==> config.mk <==
export PLATFORM = sky130hd
export DESIGN_NAME = mul_div_ctrl
export DESIGN_NICKNAME = d
export VERILOG_FILES = /design/src/rtl/mul_div_ctrl.sv
export SDC_FILE = /design/constraint.sdc
export NUM_CORES = 1
export LEC_CHECK = 0
export ABC_AREA = 1
export CORE_ASPECT_RATIO = 0.5
export CORE_MARGIN = 2
export CORE_UTILIZATION = 54
export DETAILED_ROUTE_END_ITERATION = 10
export HOLD_SLACK_MARGIN = 0.02
export PLACE_DENSITY = 0.89
export SETUP_SLACK_MARGIN = 0.5
export SLEW_MARGIN = 20
export SYNTH_ARGS = -nofsm -noshare
export SYNTH_HDL_FRONTEND = slang
export SYNTH_SLANG_ARGS = --single-unit
==> constraint.sdc <==
create_clock -name clk -period 2.1 [get_ports clk]
set_clock_uncertainty 0.05 [all_clocks]
set_input_delay 0.21 -clock clk [delete_from_list [all_inputs] [get_ports clk]]
set_output_delay 0.21 -clock clk [all_outputs]
set_load 0.005 [all_outputs]
==> src/rtl/mul_div_ctrl.sv <==
// Sequencing controller between an RV32M request port and an unsigned-magnitude mul/div core.
// Optional: define MUL_DIV_CTRL_DIV_SHORTCUT_EN to resolve divide-by-zero / signed-overflow without the core.
module mul_div_ctrl (
    input  logic        clk,
    input  logic        reset_n,
    input  logic        req_valid,
    output logic        req_ready,
    input  logic [2:0]  funct3,
    input  logic [31:0] rs1,
    input  logic [31:0] rs2,
    output logic        result_valid,
    output logic [31:0] result,
    output logic        busy,
    output logic        core_enable_in,
    output logic [31:0] core_x,
    output logic [31:0] core_y,
    output logic        core_mul0_div1,
    output logic        core_x_signed0_unsigned1,
    output logic        core_y_signed0_unsigned1,
    input  logic        core_enable_out,
    input  logic [63:0] core_z,
    input  logic [31:0] core_q,
    input  logic [31:0] core_r
);

    typedef enum logic [2:0] {
        IDLE  = 3'd0,
        ISSUE = 3'd1,
        WAIT  = 3'd2,
        FIX   = 3'd3,
        DONE  = 3'd4
    } state_t;

    state_t      r_state;
    state_t      w_state_next;

    logic        w_accept;
    logic        w_capture;
    logic        w_result_load;

    // Request as accepted; sign fixup in FIX works from these, not from the live inputs.
    logic [2:0]  r_funct3;
    logic [31:0] r_rs1;
    logic [31:0] r_rs2;

    logic [31:0] r_core_x;
    logic [31:0] r_core_y;
    logic        r_mul0_div1;
    logic        r_x_unsigned;
    logic        r_y_unsigned;

    logic [63:0] r_z;
    logic [31:0] r_q;
    logic [31:0] r_r;

    logic [31:0] r_result;

    logic        w_in_x_signed;
    logic        w_in_y_signed;
    logic [31:0] w_in_x_mag;
    logic [31:0] w_in_y_mag;

    logic        w_mul_neg;
    logic [63:0] w_prod;
    logic        w_div_signed;
    logic        w_div_by_zero;
    logic        w_div_overflow;
    logic [31:0] w_quot;
    logic [31:0] w_rem;
    logic [31:0] w_fix_result;

    // Operand signedness for the incoming request.
    always_comb begin
        w_in_x_signed = 1'b0;
        w_in_y_signed = 1'b0;
        case (funct3)
            3'b000, 3'b001, 3'b100, 3'b110: begin
                w_in_x_signed = 1'b1;
                w_in_y_signed = 1'b1;
            end
            3'b010: begin
                w_in_x_signed = 1'b1;
            end
            default: begin
                w_in_x_signed = 1'b0;
                w_in_y_signed = 1'b0;
            end
        endcase
    end

    assign w_in_x_mag = (w_in_x_signed && rs1[31]) ? (32'd0 - rs1) : rs1;
    assign w_in_y_mag = (w_in_y_signed && rs2[31]) ? (32'd0 - rs2) : rs2;

`ifdef MUL_DIV_CTRL_DIV_SHORTCUT_EN
    logic w_in_special;
    assign w_in_special = funct3[2] &&
                          ((rs2 == 32'd0) ||
                           (!funct3[0] && (rs1 == 32'h8000_0000) && (rs2 == 32'hFFFF_FFFF)));
`endif

    always_comb begin
        w_state_next  = r_state;
        w_accept      = 1'b0;
        w_capture     = 1'b0;
        w_result_load = 1'b0;
        case (r_state)
            IDLE: begin
                if (req_valid) begin
                    w_accept = 1'b1;
`ifdef MUL_DIV_CTRL_DIV_SHORTCUT_EN
                    w_state_next = w_in_special ? FIX : ISSUE;
`else
                    w_state_next = ISSUE;
`endif
                end
            end
            ISSUE: begin
                w_state_next = WAIT;
            end
            WAIT: begin
                if (core_enable_out) begin
                    w_capture    = 1'b1;
                    w_state_next = FIX;
                end
            end
            FIX: begin
                w_result_load = 1'b1;
                w_state_next  = DONE;
            end
            DONE: begin
                w_state_next = IDLE;
            end
            default: begin
                w_state_next = IDLE;
            end
        endcase
    end

    always_ff @(posedge clk) begin
        if (!reset_n) begin
            r_state <= IDLE;
        end else begin
            r_state <= w_state_next;
        end
    end

    always_ff @(posedge clk) begin
        if (!reset_n) begin
            r_funct3     <= 3'd0;
            r_rs1        <= 32'd0;
            r_rs2        <= 32'd0;
            r_core_x     <= 32'd0;
            r_core_y     <= 32'd0;
            r_mul0_div1  <= 1'b0;
            r_x_unsigned <= 1'b0;
            r_y_unsigned <= 1'b0;
        end else if (w_accept) begin
            r_funct3     <= funct3;
            r_rs1        <= rs1;
            r_rs2        <= rs2;
            r_core_x     <= w_in_x_mag;
            r_core_y     <= w_in_y_mag;
            r_mul0_div1  <= funct3[2];
            r_x_unsigned <= ~w_in_x_signed;
            r_y_unsigned <= ~w_in_y_signed;
        end
    end

    always_ff @(posedge clk) begin
        if (!reset_n) begin
            r_z <= 64'd0;
            r_q <= 32'd0;
            r_r <= 32'd0;
        end else if (w_capture) begin
            r_z <= core_z;
            r_q <= core_q;
            r_r <= core_r;
        end
    end

    // Sign restoration of the magnitude results, with RV32M special cases taking priority.
    assign w_mul_neg      = (~r_x_unsigned & r_rs1[31]) ^ (~r_y_unsigned & r_rs2[31]);
    assign w_prod         = w_mul_neg ? (64'd0 - r_z) : r_z;
    assign w_div_signed   = ~r_funct3[0];
    assign w_div_by_zero  = (r_rs2 == 32'd0);
    assign w_div_overflow = w_div_signed && (r_rs1 == 32'h8000_0000) && (r_rs2 == 32'hFFFF_FFFF);
    assign w_quot         = (w_div_signed && (r_rs1[31] ^ r_rs2[31])) ? (32'd0 - r_q) : r_q;
    assign w_rem          = (w_div_signed && r_rs1[31]) ? (32'd0 - r_r) : r_r;

    always_comb begin
        w_fix_result = 32'd0;
        if (!r_funct3[2]) begin
            w_fix_result = (r_funct3[1:0] == 2'b00) ? w_prod[31:0] : w_prod[63:32];
        end else if (w_div_by_zero) begin
            w_fix_result = r_funct3[1] ? r_rs1 : 32'hFFFF_FFFF;
        end else if (w_div_overflow) begin
            w_fix_result = r_funct3[1] ? 32'd0 : 32'h8000_0000;
        end else begin
            w_fix_result = r_funct3[1] ? w_rem : w_quot;
        end
    end

    always_ff @(posedge clk) begin
        if (!reset_n) begin
            r_result <= 32'd0;
        end else if (w_result_load) begin
            r_result <= w_fix_result;
        end
    end

    assign req_ready                = (r_state == IDLE);
    assign busy                     = (r_state != IDLE);
    assign core_enable_in           = (r_state == ISSUE);
    assign result_valid             = (r_state == DONE);
    assign result                   = r_result;
    assign core_x                   = r_core_x;
    assign core_y                   = r_core_y;
    assign core_mul0_div1           = r_mul0_div1;
    assign core_x_signed0_unsigned1 = r_x_unsigned;
    assign core_y_signed0_unsigned1 = r_y_unsigned;

endmodule

==> results.md, run 1 <==
* Run status: did not finish
* Halt Stage: 5_1_grt
* Error: [ERROR GRT-0232] Routing congestion too high. Check the congestion heatmap in the GUI.
* Simple-gate share of the synthesized area at approximately 34%
* Synthesized-area fraction occupied by adder cells at 0.360%
* H-tree depth at 1
* Sequential area share after synthesis at about a third
* Top-area cell type share of the netlist area at approximately a third
* Largest net degree at the start of global routing at 102
* Count of cell types in the netlist at between 40 and 50
* Tot GR Track Use at between 60% and 70%
* YS warnings at 0
* Post-GRT worst EP: result[1]$_SDFFE_PN0P_/D
* Dpl hpwl at 56.0 mm
* Clock Path Buffers at 3
* CTS buffer count at 28
* Initial core utilization at between 50% and 60%
* Total clock sinks at roughly 290
* Worst ep type: sequential cell input
* Clock Root Buffer: clkbuf_16
* Placer Congestion at roughly 1.0
* Xor/xnor share of the synthesized area at 0.613%
* Synth Register Bits at 294
* Post-synth EDFFs at 0
* Cell Rows at 46
* Post-synthesis compound-gate area fraction at 20.4%
* Die width at between 200 and 300 um
* I/O Buffers at 301
* DP Worst Slack at -346 ps
* Cells after synthesis at approximately 2800
* Fraction of registers with async set/reset at 0%
* Post-synthesis instance area at around 17000 um^2
* Dominant cell type by area after synthesis: dfxtp_1
* Die H at 131 um
* Overflow after GRT at 26
* Mux share of post-synthesis cell area at less than 1%
* Top_reg_cell synth: dfxtp_1
* Largest family of logic cells by synthesized area: simple AND/OR/NAND/NOR gates
* Mean post-synth cell area at ~6 um^2
* Largest cells by area after synthesis: dfxtp_1 (34%), nand2_1 (14%), nand3_1 (9.3%)
* Syn Nets at ~3000
* # IOs at approximately 300
==> through the flow <==
stage                     std cells  cell area (um^2)  utilization (%)
after floorplan                2839             17700                -
after global placement         3687             22800             72.1
after detailed placement       3687             22800             72.1
after CTS                      3815             25700             81.3
==> per-layer routing <==
layer,GRT overflow,GRT usage [%]
met5,0,24.7
met4,13,62.9
met3,1,46.8
met2,12,88.4
met1,0,68.8
==> cells in the mapped netlist, types with 3 or more instances <==
library cell,instances
inv_1,308
o21bai_1,3
nand2_1,625
clkinv_1,4
nand4_1,50
ha_1,5
o31ai_1,7
dfxtp_1,294
o21ai_0,264
nand3_1,321
clkbuf_1,103
buf_4,5
nor2_4,3
buf_1,19
a31oi_1,24
buf_2,16
nand3b_1,6
nor3_1,25
nor3_2,4
o211ai_1,25
o21ai_2,3
nor2_1,371
a21oi_1,258
xor2_1,8
or2_2,7
a211oi_1,48
o21ai_1,11
==> kinds of logic after synthesis <==
group           count (synthesis)
flops                         294
compound gates                653
xor+xnor                       10
fa+ha+maj                       5
buf+inv                       458
simple gates                 1418
mux                             1
==> repair_timing <==
| item | in CTS |
|---|---|
| gates resized for setup | 469 |
| pin swaps | 79 |
| buffers inserted | 55 |
| cloned | 20 |
| setup endpoints to repair | 318 |
| hold buffers | 1 |
| hold endpoints to repair | 13 |
==> run 2, diff against run 1 <==
CORE_ASPECT_RATIO = default   (was 0.5)
CORE_UTILIZATION = 40   (was 54)
HOLD_SLACK_MARGIN = default   (was 0.02)
PLACE_DENSITY = default   (was 0.89)
PLACE_DENSITY_LB_ADDON = 0.15   (was default)
SETUP_SLACK_MARGIN = default   (was 0.5)
==> results.md, run 2 <==
* Met3 WL at 5.17 mm
* Hold_sp: reset_n
* Post-DR vias/cell at 5.42
* Post-synthesis compound-gate area fraction at 20.4% (unchanged)
* Initial core utilization at 40.4% (-14 points)
* Multi-input logic area at about 11000 um^2
* Cells after synthesis at 2839 (unchanged)
* Most frequent cells in the layout: nand2_1 (579), nor2_1 (313), buf_4 (309)
* Final setup TNS at -47.0 ps
* Core area at approximately 43000 um^2
* Sequential area share after synthesis at 33.9% (unchanged)
* Post-route ant nets at 0
* Most frequent cells after synthesis: nand2_1 (625), nor2_1 (371), nand3_1 (321), inv_1 (308), dfxtp_1 (294)
* Hold Path Class: in2reg
* Final setup violation count at 3
* Power Total at 20.7 mW
* Post-Place Cells at 3905 (+5.9%)
* Tot GR Track Use at approximately 33%
* CTS buffer count at 37 (+32%)
* Die H at 212 um (+62%)
* RSZ-0062 raised after global routing: true
* Inserted Diodes at 0
* Post-synthesis instance area at 17400 um^2 (unchanged)
* Headroom to the max-slew limit at 58.0%
* Fraction of registers with async set/reset at 0% (unchanged)
* Final net count at between 3000 and 4000
* Overflow after GRT at 0
* Drt drc at 0
* Count of cell types in the netlist at 43 (unchanged)
* R2R Setup Slk at -40 ps
* Vias at 21700
* Commonest non-fill, non-tap cell in the layout: nand2_1
* Dpl hpwl at 59.8 mm (+6.8%)
* Largest Register: r_z
* Largest net degree at the start of global routing at between 100 and 150
* Failing checks: setup timing
* CTS hold repair buffers at 0 (-1)
* Cell Rows at 76 (+65%)
* Dominant cell type by area after synthesis: dfxtp_1
* Synth Register Bits at 294 (unchanged)
* Clk_lat worst skew at between 500 and 600 ps
* Mux share of post-synthesis cell area at 0.0576% (unchanged)
* First-pass GRT wire length at around 110 mm
* Top_reg_cell synth: dfxtp_1
* Run status: finished with violations
* Fin cells at 3996
* WP data arrival at roughly 2500 ps
* Clock Root Buffer: clkbuf_16
* Syn Nets at 3043 (unchanged)
* Worst-margin pin slew at roughly 630 ps
* Hold EP: core_y[9]
* Area growth syn-to-layout at 47.8%
* Largest cells by area after synthesis: dfxtp_1 (34%), nand2_1 (14%), nand3_1 (9.3%)
* CP Data Required Time at 2490 ps
* Most numerous cell in the Yosys netlist: nand2_1
* Maximum vdd drop at a little under 600 uV
* Total wire length at 77.1 mm
* Final worst-path cycle share at 102%
* Max Fclk at roughly 0.47 GHz
* PwrDens at between 800 and 900 nW/um^2
* Critical Path Sink Type: flop
* Simple-gate share of the synthesized area at 34.5% (unchanged)
* WL met1 at between 30 and 40 mm
* Mean post-synth cell area at 6.12 um^2 (unchanged)
* Min setup slack post-route at -37.2 ps
* Routed wl met2 at 36.2 mm
* # IOs at 302 (unchanged)
* TritonCTS clock tree: built
* Largest family of logic cells by synthesized area: simple AND/OR/NAND/NOR gates
* Fin. Hold Viols at 0
* Die width at 212 um (-18%)
* Min cycle time layout at roughly 2100 ps
* FF+latch area at about 6000 um^2
* DRT Pass-1 Iters at 5
* H-tree depth at 2 (+1)
* CP Class: reg2reg
* Share of cells above drive strength 1 at 19.4%
* Clock Path Buffers at 3 (unchanged)
* YS warnings at 0 (unchanged)
* Top-area cell type share of the netlist area at 33.9% (unchanged)
* Synthesized-area fraction occupied by adder cells at 0.360% (unchanged)
* Hold Path Depth at 4
* Initial antenna violation count at 1
* Initial DRC Count at 1845
* Drt wl/cell at around 19 um
* Max cap viols at 0
* Max Slew Vio Count at 0
* Vias in the first global route at ~20000
* Reg2reg path depth at 14
* Critical Path Source Type: flop
* CP Max Fanout at 8
* Worst-path clk slew at 60 ps
* Leak at 11.2 nW
* Xor/xnor share of the synthesized area at 0.613% (unchanged)
* Total Die Area at 45100 um^2
* Worst reg2reg startpoint: r_rs1[31]
* Number of flip-flops in the largest register at 64
* Worst reg2reg path endpoint: result[27]
* Post-synth EDFFs at 0 (unchanged)
* DP Worst Slack at -515 ps (-168 ps)
* Top sig layer: met5
* Placer Congestion at 0.991 (-5.2%)
* # fillers at approximately 4200
* Total clock sinks at 294 (unchanged)
* I/O Buffers at 301 (unchanged)
## run 2: cell counts after synthesis
Identical to the previous run, type by type.
## run 2: cell families (layout without fill, tap and decap cells)
| logic type | count (synthesis) | after routing |
|---|---|---|
| AO/OA/AOI/OAI | 653 | 653 |
| AND/OR/NAND/NOR | 1418 | 1418 |
| adder cells (fa/ha/maj) | 5 | 5 |
| buffers and inverters | 458 | 1030 |
| multiplexers | 1 | 1 |
| flip-flops | 294 | 294 |
| XOR/XNOR | 10 | 10 |
## run 2: worst max path at each step
| stage | from | endpoint | slack (ps) | cells after the start |
|---|---|---|---|---|
| 2_1_floorplan | rs2[1] | core_y[30] | 180 | 15 |
| 4_1_cts | r_rs1[31] | result[7] | -30 | 12 |
| 3_3_place_gp | rs2[1] | core_y[28] | -440 | 17 |
| 6_report | r_rs1[31] | result[27] | -40 | 14 |
| 5_1_grt | r_rs1[31] | result[27] | -120 | 14 |
| 3_5_place_dp | rs2[1] | core_y[28] | -510 | 17 |
## run 2: timing repair
item | CTS | global route
endpoints found under the setup margin | 33 | 42
buffers inserted | 6 | 16
pin swaps | 28 | 71
cloned | 0 | 2
gates resized for setup | 98 | 222
## run 2: per-layer routing
layer	GRT usage [%]	vias to the layer above
li1	-	10500
met1	41.7	10200
met2	55.6	785
met3	5.05	152
met4	14.7	2
met5	0	-
## run 2: through the flow
| stage | util, % | cell area, um^2 | hold slack [ps] |
|---|---|---|---|
| finish | 59.7 | 25700 | 164 |
| global route | 59.7 | 25700 | 199 |
| CTS | 57.7 | 24800 | 144 |
| detailed placement | 54.1 | 23300 | 414 |
| global placement | 54.1 | 23300 | 410 |
| floorplan | - | 17400 | 305 |
## run 2: report_power, final
part | leakage [nW] | switching (mW) | internal, mW
clock | 0.586 | 2.67 | 3.69
combinational | 8.18 | 4.65 | 3.36
sequential | 2.41 | 0.336 | 5.99
## run 2: critical path, cell delays in order (launching register included)
cell,delay (ps)
dfxtp_2,350
inv_4,60
nor2_4,170
xor2_4,180
buf_12,180
buf_12,140
nand2_2,80
buf_6,140
buf_4,150
a21oi_2,110
nor2_1,50
nor2_1,80
nand2_1,120
nand3_1,100
a21oi_1,60
## run 2: final cells by class
cell class              count  share of cell area, %
flip-flops and latches    294                   23.0
inverters                 314                   4.65
repair buffers            649                   23.3
clock inverters            16                  0.478
clock buffers              51                   4.16
well taps                 585                   2.85
multi-input cells        2087                   41.5
(Power assumes the default switching activity.)
